===== src/rtl/fetch_unit.sv =====
// rtl/fetch_unit.sv - instruction fetch stage: PC register, imem req/ready handshake, decode field taps
//
// Ports:
//   clk, rst              clock; asynchronous active-high reset
//   imem_req, imem_addr   fetch request and address (address is always pc)
//   imem_ready, imem_rdata memory response; rdata is captured only while requesting
//   stall                 downstream hold; only meaningful while instr_valid=1
//   PCSrc, pc_target      next-PC select and target, sampled on the advance edge
//   instr, instr_valid    registered current instruction and its valid flag
//   op, funct3, funct7_5  decode fields taken straight from instr
//   pc, pc_plus4          address of instr and its sequential successor
//   instret               instructions consumed downstream (wraps at 2^32)
//   misalign_err          sticky misaligned-target flag (FETCH_MISALIGN_TRAP_EN only)
//
// Build option: define FETCH_MISALIGN_TRAP_EN to trap on a taken target whose low two
// bits are non-zero (sets misalign_err and parks in HALT until reset). Without it the
// low two target bits are dropped.
module fetch_unit #(
    parameter int unsigned     XLEN     = 32,
    parameter logic [XLEN-1:0] RESET_PC = '0
) (
    input  logic            clk,
    input  logic            rst,
    output logic            imem_req,
    output logic [XLEN-1:0] imem_addr,
    input  logic            imem_ready,
    input  logic [XLEN-1:0] imem_rdata,
    input  logic            stall,
    input  logic            PCSrc,
    input  logic [XLEN-1:0] pc_target,
    output logic [XLEN-1:0] instr,
    output logic            instr_valid,
    output logic [6:0]      op,
    output logic [2:0]      funct3,
    output logic            funct7_5,
    output logic [XLEN-1:0] pc,
    output logic [XLEN-1:0] pc_plus4,
    output logic [31:0]     instret
`ifdef FETCH_MISALIGN_TRAP_EN
    ,
    output logic            misalign_err
`endif
);

    localparam logic [XLEN-1:0] NOP_INSTR = XLEN'(32'h0000_0013);

    typedef enum logic [1:0] {
        S_IDLE  = 2'd0,
        S_REQ   = 2'd1,
        S_VALID = 2'd2,
        S_HALT  = 2'd3
    } state_t;

    state_t          state;
    state_t          state_next;
    logic            capture;
    logic            advance;
    logic            trap_hit;
    logic [XLEN-1:0] next_pc;

    // Masking keeps the whole target bus in use; the low bits only matter to the trap check.
    assign next_pc = PCSrc ? (pc_target & ~XLEN'(3)) : (pc + XLEN'(4));

`ifdef FETCH_MISALIGN_TRAP_EN
    assign trap_hit = PCSrc && (pc_target[1:0] != 2'b00);
`else
    assign trap_hit = 1'b0;
`endif

    always_ff @(posedge clk or posedge rst) begin
        if (rst) begin
            state <= S_IDLE;
        end else begin
            state <= state_next;
        end
    end

    always_comb begin
        state_next  = state;
        imem_req    = 1'b0;
        instr_valid = 1'b0;
        capture     = 1'b0;
        advance     = 1'b0;
        case (state)
            S_IDLE: begin
                state_next = S_REQ;
            end
            S_REQ: begin
                // stall is deliberately ignored here: a ready response is always taken.
                imem_req = 1'b1;
                if (imem_ready) begin
                    capture    = 1'b1;
                    state_next = S_VALID;
                end
            end
            S_VALID: begin
                instr_valid = 1'b1;
                if (!stall) begin
                    advance    = 1'b1;
                    state_next = trap_hit ? S_HALT : S_REQ;
                end
            end
            S_HALT: begin
                state_next = S_HALT;
            end
            default: begin
                state_next = S_IDLE;
            end
        endcase
    end

    always_ff @(posedge clk or posedge rst) begin
        if (rst) begin
            pc      <= RESET_PC;
            instr   <= NOP_INSTR;
            instret <= '0;
        end else begin
            if (capture) begin
                instr <= imem_rdata;
            end
            if (advance) begin
                // The trapping instruction still retires; only the redirect is suppressed.
                instret <= instret + 32'd1;
                if (!trap_hit) begin
                    pc <= next_pc;
                end
            end
        end
    end

`ifdef FETCH_MISALIGN_TRAP_EN
    always_ff @(posedge clk or posedge rst) begin
        if (rst) begin
            misalign_err <= 1'b0;
        end else if (advance && trap_hit) begin
            misalign_err <= 1'b1;
        end
    end
`endif

    assign imem_addr = pc;
    assign pc_plus4  = pc + XLEN'(4);
    assign op        = instr[6:0];
    assign funct3    = instr[14:12];
    assign funct7_5  = instr[30];

endmodule


===== config.mk =====
export PLATFORM = sky130hd
export DESIGN_NAME = fetch_unit
export DESIGN_NICKNAME = d
export VERILOG_FILES = /design/src/rtl/fetch_unit.sv
export SDC_FILE = /design/constraint.sdc
export NUM_CORES = 1
export LEC_CHECK = 0
export BUFFER_PORTS_ARGS = -buffer_cell sky130_fd_sc_hd__clkbuf_2
export CAP_MARGIN = 25
export CORE_ASPECT_RATIO = 1.1
export CORE_MARGIN = 8
export CORE_UTILIZATION = 45
export DETAILED_ROUTE_END_ITERATION = 8
export PLACE_DENSITY = 0.88
export SYNTH_ARGS = -nofsm -noshare
export SYNTH_HDL_FRONTEND = slang
export SYNTH_SLANG_ARGS = --single-unit

===== constraint.sdc =====
create_clock -name clk -period 7.8 [get_ports clk]
set_input_delay 0.78 -clock clk [delete_from_list [all_inputs] [get_ports clk]]
set_output_delay 0.78 -clock clk [all_outputs]
set_load 0.05 [all_outputs]

==> impl_metrics.ini, run 1 <==
[run_status]
status = completed

[min_path]
hold_class = in2async

[worst_setup_path]
r2r-start = imem_addr[2]
crit_end = pc_plus4[23]
required_ps = 7020
reg2regPathDepth = 5
path_max_fanout = 13
cp-end-kind = primary output
cp-start-kind = flop
r2r_slack_ps = 5380
r2r_end = imem_addr[24]
worstPathArrival_ps = 2940
crit_type = reg2out
worstSetupStartpoint = imem_addr[13]

[clock_tree]
cts_hold_buf = 0
htreeDepth = 3
cts_tree = done
clock_latency_ps = 340
clock_sinks = 96
post_cts_buffers = 0
cts_buffers = 9
cts-root-buf = clkbuf_16
cts_resized = 0
cts_max_path_buffers = 2
clkTransAtPathRegs_ps = 80

[floorplanning]
dieArea_mm2 = 0.0161
die_x_um = 122
io_pins = 242
core_mm2 = 0.0120
placementRows = 42
die_h_um = 132
start_util = 0.459

[yosys]
avgSynthCellArea_um2 = 9.66
yosysSeqAreaShare = 0.435
yosys_most_used_dff = dfrtp_1
yosys_warnings = 0
synth-xor-area-share = 0.0919
synth_cells = 572
synth_edf_count = 0
synthSimpleGateAreaFrac = 0.201
ys_seq_elements = 96
synth.area.top_cells = dfrtp_1 42%, xnor2_1 7.8%, mux2_2 6.5%
ys_async_sr_fraction = 1.00
synth_top_area_cell = dfrtp_1
synth.area.mux_share = 0.0688
synth_top_area_share = 0.421
synth_compound_area_frac = 0.0923
synthTopCellsByCount = 93 x dfrtp_1, 49 x xnor2_1, 47 x buf_4
synth.distinct_cells = 50
synth_adder_area_share = 0.00453
syn_area_mm2 = 0.00553
synth_most_common_cell = dfrtp_1
synth_top_family_by_area = simple AND/OR/NAND/NOR gates

[timing]
fin_crit_sh = 0.477
relSlewSlack = 0.466
setup_ws_ps = 4080
fin_skew_ps = 11.9
fmax_mhz = 269
tns_ps = 0
setup_viol = 0
max_slew.worst_pin.slew_ps = 794
maxSlewViolCount = 0
layout_min_cycle_time_ps = 3720
rsz0062_at_grt = no
final-hold-violation-count = 0

[drt]
antenna_left = 0
vias_per_cell = 5.48
first_pass_iters = 5
drcViolationCount = 0
dr_total_vias = 4957
drt_iter0_drc = 371
routedWlPerCell_um = 18.1
wl_um = 16300

[power]
p_leak_nw = 3.28
comb_power_share = 0.588
p_int_mw = 1.29
clkPwrFrac = 0.140
pwr_density_cell_mw_per_mm2 = 461
power.switching_mw = 1.83
power_mw = 3.11
pwr-share-seq = 0.272
vdd_drop_max_uv = 374
switching_share = 0.586

[global_route]
grt.total_usage = 0.200
grt_max_degree = 84
antenna_found_initial = 0
grt_pass1_wl_um = 26200
gr-total-overflow = 0
grt_pass1_vias = 4839

[cells_and_area]
multiInputGateArea_mm2 = 0.00256
syn_to_final_growth_pct = 22.2
diodes = 0
fill_cells = 1059
drive_gt1_frac = 0.397
final_nets = 816
seq_area_mm2 = 0.00241
finish.instance_area_mm2 = 0.00676

[placement]
dpl_cell_area_mm2 = 0.00646
gp_congestion = 0.813
hpwl_um = 12200
numPortBuffers = 233
place_ws_ps = 4440

[flow_run]
cap_viol_max_count = 0
==> cells by family (layout without fill, tap and decap cells) <==
group / count (synthesis) / after routing
mux: 34 / 34
compound gates: 76 / 76
simple gates: 201 / 201
xor+xnor: 58 / 58
fa+ha+maj: 2 / 2
flops: 96 / 96
buf+inv: 104 / 277
other cells: 1 / 6
==> how the worst min path moves through the flow <==
stage	from	end	depth (start not counted)
finish	rst	instret[31]	2
global route	rst	instret[31]	2
CTS	rst	instret[31]	2
detailed placement	instret[22]	instret[22]	1
global placement	instret[31]	instret[31]	1
floorplan	state[0]	state[1]	2
==> final cells by class <==
type	instances	share of cell area
multi-input combinational	377	0.380
timing repair buffer	239	0.179
clock buffer	9	0.0333
inverter	22	0.0126
tap	154	0.0285
clock inverter	7	0.0106
sequential	96	0.356
==> per-layer routing <==
metal | GRT usage | routed length [um] | vias to the layer above
met5 | 0 | 0 | -
met4 | 0.0728 | 347 | 0
li1 | - | - | 2344
met2 | 0.326 | 7790 | 256
met1 | 0.247 | 6510 | 2333
met3 | 0.0523 | 1670 | 24
==> metrics by stage <==
step | cells | hold slack [ps] | util
floorplan | 577 | 528 | -
global placement | 888 | 465 | 0.537
detailed placement | 888 | 487 | 0.537
CTS | 904 | 463 | 0.561
global route | 904 | 488 | 0.561
finish | 904 | 453 | 0.561
==> sequential cells by signal (all words and copies together), names as in the netlist <==
name / cells
imem_addr: 30
instr: 32
instret: 32
state: 2
==> layout by cell type (no fill, tap or decap), drive strengths merged, types with 5 or more instances in the layout <==
master	n
xor2	9
a31oi	10
nand2	33
xnor2	49
a22oi	7
and4	8
nand4	31
buf	6
a211o	6
dfrtp	93
mux2	32
and3	16
inv	25
conb	6
nor4	12
o311ai	5
a21oi	17
o2bb2ai	6
nand3	30
nor3	26
clkbuf	242
o21ai	14
nor2	24
==> worst max-delay path, stage by stage, from the launching register on <==
cell      delay, ps
dfrtp_1         650
nand4_1         410
nor2_1          720
nand4_1         240
xnor2_1         260
clkbuf_2        330
==> power by group through the flow <==
stage          clock (mW)  combinational [mW]  sequential [mW]
5_1_grt             0.470                1.92            0.877
4_1_cts             0.448                1.85            0.846
6_report            0.437                1.83            0.847
2_1_floorplan           0                1.07             1.30
3_3_place_gp            0                1.83            0.844
3_5_place_dp            0                1.84            0.856
No activity file was read; power rests on OpenSTA's default activity.
==> run 2: changes to the inputs <==
==> constraint.sdc (replaced) <==
create_clock -name clk -period 3.6 [get_ports clk]
set_input_delay 0.36 -clock clk [delete_from_list [all_inputs] [get_ports clk]]
set_output_delay 0.36 -clock clk [all_outputs]
set_load 0.05 [all_outputs]
==> impl_metrics.ini, run 2 (synthesis gave the netlist of run 1 again) <==
[global_route]
grt_max_degree = 49
grt.total_usage = 0.203
grt_pass1_vias = 4994
antenna_found_initial = 1
grt_pass1_wl_um = 26500
gr-total-overflow = 0

[floorplanning]
placementRows = 42
io_pins = 242
start_util = 0.459
core_mm2 = 0.0120
dieArea_mm2 = 0.0161
die_x_um = 122
die_h_um = 132

[clock_tree]
clock_latency_ps = 340
post_cts_buffers = 0
cts_hold_buf = 0
clock_sinks = 96
cts_max_path_buffers = 2
htreeDepth = 3
cts-root-buf = clkbuf_16
clkTransAtPathRegs_ps = 80
cts_tree = done
cts_resized = 0
cts_buffers = 9

[drt]
dr_total_vias = 5004
drt_iter0_drc = 423
routedWlPerCell_um = 18.2
vias_per_cell = 5.51
drcViolationCount = 0
first_pass_iters = 5
antenna_left = 0
wl_um = 16500

[power]
switching_share = 0.587
pwr_density_cell_mw_per_mm2 = 996
power.switching_mw = 3.97
comb_power_share = 0.588
p_leak_nw = 3.30
vdd_drop_max_uv = 849
p_int_mw = 2.80
pwr-share-seq = 0.272
clkPwrFrac = 0.140

[timing]
fin_skew_ps = 12.9
setup_viol = 0
fin_crit_sh = 0.897
relSlewSlack = 0.478
final-hold-violation-count = 0
max_slew.worst_pin.slew_ps = 776
tns_ps = 0
maxSlewViolCount = 0
layout_min_cycle_time_ps = 3230
rsz0062_at_grt = no
fmax_mhz = 310
holdWs_ps = 83.9

[run_status]
status = completed

[cells_and_area]
syn_to_final_growth_pct = 22.9
final_cell_mix = 233 x clkbuf_2, 93 x dfrtp_1, 49 x xnor2_1
final_common_cell = clkbuf_2
drive_gt1_frac = 0.401
final_nets = 820
diodes = 0
fill_cells = 1042

[placement]
numPortBuffers = 233
hpwl_um = 12600
gp_congestion = 0.853

[worst_setup_path]
path_max_fanout = 8
required_ps = 3240
r2r-start = imem_addr[2]
cp-start-kind = flop
crit_type = reg2out
cp-end-kind = primary output
worstSetupStartpoint = imem_addr[2]
worstPathArrival_ps = 2870

[flow_run]
cap_viol_max_count = 0

[min_path]
hold_class = in2async
run 2: cell count changes in the layout (fill, tap and decap cells not counted):
| cell | before | now |
|---|---|---|
| buf_4 | 6 | 10 |
| clkinv_4 | 1 | 0 |
| clkinv_8 | 1 | 2 |
| inv_6 | 1 | 2 |
| inv_8 | 2 | 1 |
run 2: final timing paths:
path	slack [ps]	to	depth (start not counted)
worst max register to register	1220	imem_addr[24]	5
worst min register to register	490	instret[26]	1
min in group clk	230	state[0]	2
worst max-delay path	370	pc_plus4[28]	6
max in group asynchronous	2670	instr[4]	3
worst min-delay path	80	instret[31]	2
run 2: routing by layer:
metal / part of all wire / track usage / vias to the layer above
met5: 0.00048 / 0 / -
met2: 0.48 / 0.334 / 233
li1: - / - / 2347
met3: 0.091 / 0.0540 / 23
met4: 0.016 / 0.0625 / 2
met1: 0.42 / 0.252 / 2399
run 2: worst max-delay path, cell delays in order (launching register included):
cell,delay [ps]
dfrtp_1,490
ha_1,350
nand4_1,300
nor4_1,670
nand2_1,220
xnor2_1,190
clkbuf_2,300
run 2: power by group through the flow:
stage                     combinational, mW  clock [mW]  sequential, mW
final                                  3.98       0.947            1.84
after global routing                   4.17        1.01            1.91
after CTS                              4.01       0.974            1.83
after detailed placement               4.01           0            1.85
after global placement                 3.98           0            1.83
after floorplan                        2.32           0            2.82
run 2: layout make-up:
| cell class | instances | area [um^2] | area share |
|---|---|---|---|
| inverters | 22 | 85.1 | 0.0125 |
| clock buffers | 9 | 225 | 0.0332 |
| well taps | 154 | 193 | 0.0284 |
| repair buffers | 243 | 1240 | 0.183 |
| clock inverters | 7 | 76.3 | 0.0112 |
| flip-flops and latches | 96 | 2410 | 0.354 |
| multi-input cells | 377 | 2560 | 0.378 |
run 2: metrics by stage:
step	std cells	worst slack, ps	area, um^2	power [mW]	util
finish	908	370	6790	6.76	0.564
global route	908	151	6790	7.10	0.564
CTS	908	361	6790	6.82	0.564
detailed placement	892	740	6490	5.86	0.539
global placement	892	748	6490	5.81	0.539
floorplan	577	491	5550	5.14	-
==> run 3: changes to the inputs <==
--- a/config.mk
+++ b/config.mk
@@ -6,7 +6,6 @@
 export NUM_CORES = 1
 export LEC_CHECK = 0
 export BUFFER_PORTS_ARGS = -buffer_cell sky130_fd_sc_hd__clkbuf_2
-export CAP_MARGIN = 25
 export CORE_ASPECT_RATIO = 1.1
 export CORE_MARGIN = 8
 export CORE_UTILIZATION = 45
@@ -15,3 +14,4 @@
 export SYNTH_ARGS = -nofsm -noshare
 export SYNTH_HDL_FRONTEND = slang
 export SYNTH_SLANG_ARGS = --single-unit
+export TNS_END_PERCENT = 20
==> constraint.sdc (replaced) <==
create_clock -name clk -period 3.2 [get_ports clk]
set_input_delay 0.32 -clock clk [delete_from_list [all_inputs] [get_ports clk]]
set_output_delay 0.32 -clock clk [all_outputs]
set_load 0.05 [all_outputs]
==> impl_metrics.ini, run 3 (synthesis gave the netlist of run 1 again) <==
[timing]
rsz0062_at_grt = no
fin_crit_sh = 0.917
layout_min_cycle_time_ps = 2940
fmax_mhz = 341
max_slew.worst_pin.slew_ps = 883
relSlewSlack = 0.406
final-hold-violation-count = 0
setup_viol = 0
tns_ps = 0
setup_ws_ps = 265
maxSlewViolCount = 0
fin_skew_ps = 9.41

[clock_tree]
cts-root-buf = clkbuf_16
post_cts_buffers = 0
cts_hold_buf = 0
cts_max_path_buffers = 2
cts_buffers = 9
clock_latency_ps = 340
htreeDepth = 3
cts_resized = 0
cts_tree = done
clkTransAtPathRegs_ps = 70
clock_sinks = 96

[global_route]
grt.total_usage = 0.206
gr-total-overflow = 0
grt_pass1_vias = 4994
grt_max_degree = 57
grt_pass1_wl_um = 26900
antenna_found_initial = 0

[placement]
numPortBuffers = 233
hpwl_um = 12700
gp_congestion = 0.844
place_ws_ps = 586

[worst_setup_path]
r2r_end = instret[27]
r2r_slack_ps = 1040
required_ps = 2880
crit_buf_inv = 1
cp-start-kind = flop
cp-end-kind = primary output
critical_path.top_delay_family = simple AND/OR/NAND/NOR gates
path_depth = 5
cp_cell_sequence = nand4_1 > nor4_1 > nand2_1 > xnor2_1 > clkbuf_2
crit_end = pc_plus4[28]
cpMaxStageDelayCell = nor4_1
path_max_fanout = 8
worstPathArrival_ps = 2620
max_stage_delay_ps = 740
r2r-start = instret[9]
worstSetupStartpoint = imem_addr[23]
crit_type = reg2out
reg2regPathDepth = 4

[drt]
vias_per_cell = 5.51
routedWlPerCell_um = 18.3
wl_um = 16700
drcViolationCount = 0
antenna_left = 0
dr_total_vias = 5029
first_pass_iters = 5
drt_iter0_drc = 392

[power]
vdd_drop_max_uv = 897
pwr_density_cell_mw_per_mm2 = 1120
p_leak_nw = 3.33
power_mw = 7.65

[floorplanning]
dieArea_mm2 = 0.0161
die_h_um = 132
placementRows = 42
core_mm2 = 0.0120
start_util = 0.459
die_x_um = 122
io_pins = 242

[cells_and_area]
diodes = 0
final_cell_mix = 232 x clkbuf_2, 93 x dfrtp_1, 49 x xnor2_1
drive_gt1_frac = 0.404
fill_cells = 1052
final_nets = 824
syn_to_final_growth_pct = 23.9
final_common_cell = clkbuf_2

[flow_run]
cap_viol_max_count = 0

[run_status]
status = completed

[min_path]
hold_class = in2async
run 3: how the worst min path moves through the flow:
| stage | slack, ps | depth (start not counted) | end | from |
|---|---|---|---|---|
| after floorplan | 410 | 1 | state[0] | imem_ready |
| after global placement | 460 | 1 | instret[31] | instret[31] |
| after detailed placement | 470 | 1 | instret[31] | instret[31] |
| after CTS | 120 | 2 | instr[28] | rst |
| after global routing | 130 | 2 | instret[26] | rst |
| final | 80 | 2 | instret[26] | rst |
run 3: cell type report:
| cell class | count | area (um^2) | area share |
|---|---|---|---|
| Tap cell | 154 | 193 | 0.0281 |
| Multi-Input combinational cell | 377 | 2560 | 0.375 |
| Timing Repair Buffer | 247 | 1300 | 0.190 |
| Clock inverter | 7 | 73.8 | 0.0108 |
| Sequential cell | 96 | 2410 | 0.351 |
| Inverter | 22 | 85.1 | 0.0124 |
| Clock buffer | 9 | 225 | 0.0329 |
run 3: where the power goes:
group / leakage [nW] / internal [mW] / switching [mW] / total, mW
Combinational: 2.04 / 1.03 / 3.51 / 4.54
Sequential: 1.15 / 1.59 / 0.459 / 2.05
Clock: 0.140 / 0.552 / 0.515 / 1.07
Total: 3.33 / 3.17 / 4.48 / 7.65
run 3: routing by layer:
layer  share of wire  GRT usage  routed length (um)  vias to the layer above
met5               0          0                   0                        -
met4           0.010     0.0590                 171                        0
met3           0.089     0.0458                1490                       16
met2            0.49      0.348                8160                      231
met1            0.41      0.256                6860                     2422
li1                -          -                   -                     2360
run 3: stage by stage:
step	util	hold slack, ps	std cells	cell area, um^2
after detailed placement	0.544	469	896	6550
after floorplan	-	415	577	5550
after CTS	0.569	119	912	6850
final	0.569	81.0	912	6850
after global placement	0.544	464	896	6550
after global routing	0.569	132	912	6850
